--- config.mk ---
export PLATFORM = sky130hd
export DESIGN_NAME = bcd_serial_adder
export DESIGN_NICKNAME = d
export VERILOG_FILES = /design/src/rtl/bcd_pkg.sv /design/src/rtl/bcd_digit_add.sv /design/src/rtl/bcd_serial_adder.sv
export SDC_FILE = /design/constraint.sdc
export NUM_CORES = 1
export LEC_CHECK = 0
export CORE_MARGIN = 4
export CORE_UTILIZATION = 54
export DETAILED_ROUTE_END_ITERATION = 12
export PLACE_DENSITY_LB_ADDON = 0.25
export SLEW_MARGIN = 20
export SYNTH_ARGS = -nofsm -noshare
export SYNTH_HDL_FRONTEND = slang
export SYNTH_SLANG_ARGS = --single-unit
export TNS_END_PERCENT = 10
--- constraint.sdc ---
create_clock -name Clock -period 3.9 [get_ports Clock]
set_clock_uncertainty 0.15 [all_clocks]
set_input_delay 0.78 -clock Clock [delete_from_list [all_inputs] [get_ports Clock]]
set_output_delay 0.78 -clock Clock [all_outputs]
set_load 0.02 [all_outputs]
--- src/rtl/bcd_pkg.sv ---
// bcd_pkg: shared widths, limits and state encoding for the serial BCD adder
package bcd_pkg;
  localparam int DIGIT_W = 4;
  localparam logic [DIGIT_W-1:0] BCD_MAX = 4'd9;
  typedef enum logic [1:0] {S_IDLE, S_RUN, S_DONE} state_t;
endpackage

--- src/rtl/bcd_digit_add.sv ---
// bcd_digit_add: one-digit BCD add or nines-complement subtract with decimal correction
module bcd_digit_add
  import bcd_pkg::*;
(
  input  logic [DIGIT_W-1:0] a,
  input  logic [DIGIT_W-1:0] b,
  input  logic               ci,
  input  logic               sub,
  output logic [DIGIT_W-1:0] s,
  output logic               co
);
  logic [DIGIT_W-1:0] bx;
  logic [DIGIT_W:0]   d;
  // binary digit sum, then fold 10..19 back into 0..9 with a +6 correction
  always_comb begin
    bx = sub ? BCD_MAX - b : b;
    d  = {1'b0, a} + {1'b0, bx} + {{DIGIT_W{1'b0}}, ci};
    co = d > {1'b0, BCD_MAX};
    s  = co ? d[DIGIT_W-1:0] + 4'd6 : d[DIGIT_W-1:0];
  end
endmodule

--- src/rtl/bcd_serial_adder.sv ---
// bcd_serial_adder: digit-serial packed-BCD adder/subtractor, LSD first
module bcd_serial_adder
  import bcd_pkg::*;
#(
  parameter int DIGITS = 4
) (
  input  logic                  Clock,
  input  logic                  Resetn,
  input  logic                  Start,
  input  logic                  Sub,
  input  logic                  Cin,
  input  logic [4*DIGITS-1:0]   A,
  input  logic [4*DIGITS-1:0]   B,
  output logic                  Busy,
  output logic                  Done,
  output logic [4*DIGITS-1:0]   Sum,
  output logic                  Cout,
  output logic                  Err
);
  localparam int W  = DIGIT_W * DIGITS;
  localparam int IW = DIGITS > 1 ? $clog2(DIGITS) : 1;
  state_t        state_q, state_d;
  logic [W-1:0]  a_q, a_d, b_q, b_d, work_q, work_d, sum_q, sum_d;
  logic [IW-1:0] idx_q, idx_d;
  logic          sub_q, sub_d, carry_q, carry_d, bad_q, bad_d;
  logic          cout_q, cout_d, err_q, err_d, done_q, done_d;
  logic          bad_in, dig_co;
  logic [DIGIT_W-1:0] dig_s;
  bcd_digit_add u_dig (
    .a   (a_q[DIGIT_W*idx_q +: DIGIT_W]),
    .b   (b_q[DIGIT_W*idx_q +: DIGIT_W]),
    .ci  (carry_q),
    .sub (sub_q),
    .s   (dig_s),
    .co  (dig_co)
  );
  // flag any operand digit outside 0..9
  always_comb begin
    bad_in = 1'b0;
    for (int i = 0; i < DIGITS; i++)
      bad_in = bad_in | (A[DIGIT_W*i +: DIGIT_W] > BCD_MAX) | (B[DIGIT_W*i +: DIGIT_W] > BCD_MAX);
  end
  // sequencing: capture in IDLE, one digit per RUN cycle, publish results leaving DONE
  always_comb begin
    state_d = state_q;
    a_d     = a_q;
    b_d     = b_q;
    sub_d   = sub_q;
    carry_d = carry_q;
    idx_d   = idx_q;
    bad_d   = bad_q;
    work_d  = work_q;
    sum_d   = sum_q;
    cout_d  = cout_q;
    err_d   = err_q;
    done_d  = 1'b0;
    case (state_q)
      S_IDLE: if (Start) begin
        a_d     = A;
        b_d     = B;
        sub_d   = Sub;
        carry_d = Sub ? ~Cin : Cin;
        idx_d   = '0;
        bad_d   = bad_in;
        work_d  = '0;
        state_d = bad_in ? S_DONE : S_RUN;
      end
      S_RUN: begin
        work_d[DIGIT_W*idx_q +: DIGIT_W] = dig_s;
        carry_d = dig_co;
        idx_d   = idx_q + 1'b1;
        state_d = idx_q == IW'(DIGITS - 1) ? S_DONE : S_RUN;
      end
      S_DONE: begin
        sum_d   = bad_q ? '0 : work_q;
        cout_d  = ~bad_q & carry_q;
        err_d   = bad_q;
        done_d  = 1'b1;
        state_d = S_IDLE;
      end
      default: state_d = S_IDLE;
    endcase
  end
  // state register; reset aborts any operation and clears results
  always_ff @(posedge Clock or negedge Resetn) begin
    if (!Resetn) begin
      state_q <= S_IDLE;
      a_q     <= '0;
      b_q     <= '0;
      sub_q   <= 1'b0;
      carry_q <= 1'b0;
      idx_q   <= '0;
      bad_q   <= 1'b0;
      work_q  <= '0;
      sum_q   <= '0;
      cout_q  <= 1'b0;
      err_q   <= 1'b0;
      done_q  <= 1'b0;
    end else begin
      state_q <= state_d;
      a_q     <= a_d;
      b_q     <= b_d;
      sub_q   <= sub_d;
      carry_q <= carry_d;
      idx_q   <= idx_d;
      bad_q   <= bad_d;
      work_q  <= work_d;
      sum_q   <= sum_d;
      cout_q  <= cout_d;
      err_q   <= err_d;
      done_q  <= done_d;
    end
  end
  assign Busy = (state_q != S_IDLE) | done_q;
  assign Done = done_q;
  assign Sum  = sum_q;
  assign Cout = cout_q;
  assign Err  = err_q;
endmodule

==> summary.md, run 1 <==
| Metric | Value |
|---|---|
| Netlist cell types | `45` |
| Die area | `8040 um2` |
| Setup CP Type | `reg2reg` |
| Root Driver | `clkbuf_8` |
| Final nets | `just over 400` |
| Xor and xnor fraction of the mapped netlist area | `approximately 1.6%` |
| Synth Area in Compound Gates | `between 10% and 20%` |
| Top cells by area, synth | `dfrtp_1 51%, mux2_2 11%, mux4_2 5.0%` |
| Area added between synthesis and finish | `25.1%` |
| Post-CTS Setup Repair Bufs | `0` |
| Max frequency | `~280 MHz` |
| Critical Path Fanout Max | `6` |
| H-tree levels | `3` |
| Clk slew on worst S/H paths | `0.07 ns` |
| Final Cycle Share | `93.0%` |
| VDD IR max | `about 0.33 mV` |
| IO buf count | `56` |
| Initial core utilization | `between 50% and 60%` |
| Power density over the cells | `roughly 540 nW/um2` |
| Syn nets | `approximately 350` |
| Synth Cell Area | `~3600 um2` |
| RSZ-0062 raised after global routing | `no` |
| First-pass DRT Iterations | `4` |
| Cells after synthesis | `slightly above 300` |
| Largest family of logic cells by synthesized area | `multiplexers` |
| Initial antenna violation count | `0` |
| Adder-Cell Fraction of Synth Area | `4.58%` |
| Ports | `57` |
| Grt total ovfl | `0` |
| Arr. time, crit path | `about 3.7 ns` |
| DR iter-0 viols | `between 80 and 90` |
| Diode count | `0` |
| Vias in the first global route | `about 2700` |
| Sequential fraction of the synthesis area | `51.4%` |
| Final Critical Period | `3.63 ns` |
| Slew HR | `between 30% and 40%` |
| Core footprint | `6420 um2` |
| Crit start category | `register` |
| Clock Sinks | `74` |
| Most common cell in the synthesized netlist | `dfrtp_1` |
| Final instance area | `around 4500 um2` |
| TNS Setup | `0 ns` |
| Leakage power | `~1.9 nW` |
| Routed vias | `2507` |
| Row count | `29` |
| Final GP Congestion | `0.859` |
| Pins Over Slew Limit | `0` |
| # DRC | `0` |
| Layout cells sized above 1 | `a little over a fifth` |
| Number of vias per cell | `between 5 and 6` |
| Hold Crit Class | `reg2reg` |
| Post-layout util | `between 70% and 80%` |
| Yosys reg bits | `74` |
| Async SR Flop Fraction | `100%` |
| Clock latency on the worst-skew pair | `between 0.3 and 0.4 ns` |
| Post-synth EDFFs | `0` |
| Proportion of synthesized area in mux cells | `15.9%` |
| DRT Wirelength | `between 7 and 8 mm` |
| Simple-gate area share of the yosys netlist | `8.85%` |
| Antenna viol nets, final | `0` |
| Dpl ws | `~0.18 ns` |
| GRT Util Overall | `21.0%` |
| MaxCap Viol Count | `0` |
| Slew @ Worst Pin | `~0.94 ns` |
| Chip height | `approximately 90 um` |
| Drt wl/cell | `around 17 um` |
| Post-synthesis average cell area | `~12 um2` |
| Final-report hold violation count | `0` |
| Num CTS Buffers | `9` |
| Synth top cells by count | `74 x dfrtp_1, 34 x mux2_2, 31 x nand2_1` |
| Post-cts hold buffer count | `0` |
| Largest area contributor in the netlist | `dfrtp_1` |
| Crit end category | `register` |
| CP Data Required Time | `4.00 ns` |
| FILL cells | `approximately 470` |
| TritonCTS clock tree | `built` |
| Top cell type's share of synthesized area | `51.4%` |
| YS warnings | `0` |
| DP HPWL | `between 5 and 6 mm` |
| Most used DFF post-synth | `dfrtp_1` |
| Area post-placement | `~4300 um2` |
| Largest net degree at the start of global routing | `39` |
| Final Worst Setup Slack | `approximately 0.27 ns` |
| CTS resizes | `0` |
| Status | `complete, no violations` |
| Die Wd | `89.7 um` |
| Final Setup Violations | `0` |
| First-pass GRT wire length | `approximately 13 mm` |
| CTS Buffer Depth | `2` |
-- per-layer routing --
layer	up-vias	track usage, %	wire, um
met5	-	0	0
met4	0	13.7	252
met3	22	4.65	318
met2	70	35.9	3810
met1	1214	23.6	3010
li1	1201	-	-
-- power breakdown --
group | switching, mW | leakage, nW | internal (mW) | total [mW]
Combinational | 0.448 | 0.814 | 0.381 | 0.829
Sequential | 0.0474 | 0.941 | 0.838 | 0.886
Clock | 0.279 | 0.129 | 0.458 | 0.736
-- path summary, 6_finish.rpt --
| path | from | end | slack [ns] | cells past startpoint |
|---|---|---|---|---|
| max | idx_q[0] | work_q[5] | 0.27 | 12 |
| min | Sum[5] | Sum[5] | 0.33 | 2 |
| max reg2reg | idx_q[0] | work_q[5] | 0.27 | 12 |
| min reg2reg | Sum[5] | Sum[5] | 0.33 | 2 |
| max in group asynchronous | Resetn | work_q[0] | 2.55 | 2 |
| min in group asynchronous | Resetn | Sum[11] | 0.37 | 1 |
-- per-stage QoR --
step,std cells,total power [mW],hold WS [ns]
4_1_cts,443,2.46,0.335
3_5_place_dp,427,1.72,0.317
5_1_grt,443,2.59,0.354
6_report,443,2.45,0.329
2_1_floorplan,303,1.52,0.301
3_3_place_gp,427,1.69,0.309
-- logic make-up (layout without fill, tap and decap cells) --
logic type	after synthesis	count (layout)
simple gates	65	65
buf+inv	38	101
fa+ha+maj	12	12
mux	43	43
flops	74	74
xor+xnor	5	5
compound gates	66	66
-- final cells by class --
class / count / area [um2] / share of cell area [%]
clock buffers: 11 / 151 / 3.36
clock inverters: 5 / 100 / 2.22
inverters: 23 / 86.3 / 1.91
multi-input cells: 191 / 1600 / 35.4
flip-flops and latches: 74 / 1850 / 41.1
well taps: 77 / 96.3 / 2.14
repair buffers: 62 / 626 / 13.9
-- critical path, stage by stage, from the launching register on --
cell and delay, ns:
dfrtp_2 0.45, mux4_2 0.53, xnor2_1 0.15, fa_1 0.41
inv_1 0.09, fa_1 0.49, inv_1 0.17, ha_2 0.25
nand2_1 0.08, nand4_1 0.16, nand3_2 0.13, or3_1 0.37
o311ai_1 0.09
-- sequential cells by signal, summed over array words and instances, names as in the netlist, 2 cells and up --
register	count
Sum	16
a_q	16
b_q	16
idx_q	2
state_q	2
work_q	16
-- cells in the final DEF (no fill, tap or decap), drive strengths merged, types with 2 or more instances in the layout --
cell	netlist	final
a21o	3	3
a21oi	8	8
buf	13	7
bufinv	0	3
clkbuf	2	11
clkdlybuf4s50	0	55
clkinv	0	2
dfrtp	74	74
fa	2	2
ha	10	10
inv	23	23
mux2	34	34
mux4	8	8
nand2	32	32
nand2b	10	10
nand3	3	3
nand4	6	6
nor2	5	5
nor3	2	2
o21ai	21	21
o22ai	9	9
o311ai	2	2
o31ai	14	14
o32a	2	2
or3	4	4
xnor2	3	3
xor2	2	2
No activity file was read; power rests on OpenSTA's default activity.
==> run 2, diff against run 1 <==
Settings changed: CORE_MARGIN 4 to 2.
==> summary.md, run 2 (synthesis results as in run 1) <==
| Metric | Value |
|---|---|
| Initial antenna violation count | `0` |
| Clock Sinks | `between 70 and 80` |
| Post-cts hold buffer count | `0` |
| Final Critical Period | `between 3 and 4 ns` |
| Slew @ Worst Pin | `0.944 ns` |
| FILL cells | `approximately 480` |
| First-pass DRT Iterations | `4` |
| First-pass GRT wire length | `around 12 mm` |
| Diode count | `0` |
| Num CTS Buffers | `9` |
| RR Endpoint | `work_q[5]` |
| Number of vias per cell | `roughly 5.7` |
| CTS Buffer Depth | `2` |
| DP HPWL | `roughly 5.3 mm` |
| Setup CP Type | `reg2reg` |
| IO buf count | `56` |
| Initial core utilization | `56.4%` |
| Critical Path Fanout Max | `6` |
| # DRC | `0` |
| Drt wl/cell | `roughly 16 um` |
| Row count | `29` |
| R2r startpoint | `idx_q[0]` |
| Arr. time, crit path | `3.75 ns` |
| GRT Util Overall | `roughly a fifth` |
| MaxCap Viol Count | `0` |
| FF/Latch Area | `1850 um2` |
| Vias in the first global route | `roughly 2600` |
| VDD IR max | `around 0.28 mV` |
| Crit end category | `register` |
| DR iter-0 viols | `around 150` |
| Ports | `57` |
| Antenna viol nets, final | `0` |
| Die Wd | `85.7 um` |
| Commonest non-fill, non-tap cell in the layout | `dfrtp_1` |
| Status | `complete, no violations` |
| RSZ-0062 raised after global routing | `no` |
| Clock latency on the worst-skew pair | `approximately 0.34 ns` |
| Final GP Congestion | `between 0.8 and 0.9` |
| Hold Crit Class | `in2async` |
| CP startpoint | `idx_q[0]` |
| TNS Setup | `0 ns` |
| Max frequency | `273 MHz` |
| Final nets | `412` |
| CP Data Required Time | `roughly 4 ns` |
| Final cell count without fillers | `around 440` |
| Largest net degree at the start of global routing | `50` |
| Root Driver | `clkbuf_8` |
| Leakage power | `~1.9 nW` |
| Power density over the cells | `~510 nW/um2` |
| Routed vias | `~2500` |
| Grt total ovfl | `0` |
| Clk slew on worst S/H paths | `around 0.070 ns` |
| Area added between synthesis and finish | `23.0%` |
| TritonCTS clock tree | `built` |
| Core footprint | `~6400 um2` |
| Die area | `approximately 7300 um2` |
| Crit start category | `register` |
| Final Setup Violations | `0` |
| Final Cycle Share | `a little over nine tenths` |
| FF-to-FF path depth | `12` |
| Layout cells sized above 1 | `21.0%` |
| H-tree levels | `3` |
| Area of the multi-input gates | `roughly 1600 um2` |
| CTS resizes | `0` |
| Post-Place Cells | `429` |
| Most frequent cells in the layout | `74 x dfrtp_1, 55 x clkdlybuf4s50_1, 34 x mux2_2` |
| Final-report hold violation count | `0` |
| Flop-to-flop setup slack | `0.23 ns` |
| Chip height | `between 80 and 90 um` |
| Post-CTS Setup Repair Bufs | `0` |
| DRT Wirelength | `between 7 and 8 mm` |
| Slew HR | `37.1%` |
| Pins Over Slew Limit | `0` |
run 2: cell count changes in the layout (fill, tap and decap cells not counted), sizes merged:
cell	delta
buf	+2
bufinv	-2
clkbuf	+1
run 2: through the flow:
step                power (mW)  setup slack, ns  instance area, um2  util [%]  hold WS (ns)
floorplan                 1.52            0.368                3600         -         0.301
global placement          1.70            0.368                4240      66.5         0.310
detailed placement        1.74            0.253                4240      66.5         0.318
CTS                       2.30            0.237                4430      69.4         0.334
global route              2.43           0.0175                4430      69.4         0.349
finish                    2.28            0.232                4430      69.4         0.296
run 2: critical path: stages (launching register included):
cell and delay (ns):
dfrtp_1 0.52, mux4_2 0.56, xnor2_1 0.16, fa_1 0.40
inv_1 0.08, fa_1 0.43, inv_1 0.15, ha_1 0.27
nand2_1 0.10, nand4_1 0.17, nand3_2 0.13, or3_1 0.37
o311ai_1 0.08
run 2: worst max path at each step:
stage	to	slack, ns	cells past startpoint
CTS	work_q[5]	0.24	12
finish	work_q[5]	0.23	12
floorplan	work_q[14]	0.37	14
global placement	work_q[14]	0.37	13
detailed placement	work_q[5]	0.25	12
global route	work_q[9]	0.02	12
run 2: per-layer routing:
layer | global-route usage [%] | share of wire, %
met4 | 8.95 | 2.5
met3 | 5.00 | 4.2
met2 | 37.2 | 51
met5 | 0 | 0
met1 | 25.0 | 42
run 2: where the power goes:
part	internal, mW	total (mW)	leakage [nW]	switching [mW]
logic	0.382	0.830	0.818	0.448
clock network	0.308	0.565	0.0962	0.257
registers	0.839	0.888	0.943	0.0494
total	1.53	2.28	1.86	0.754
run 2: cell type report:
type                       instances  area share [%]
clock inverter                     3           0.903
sequential                        74            41.8
inverter                          23            1.95
multi-input combinational        191            36.0
tap                               77            2.17
clock buffer                      12            3.27
timing repair buffer              64            13.9
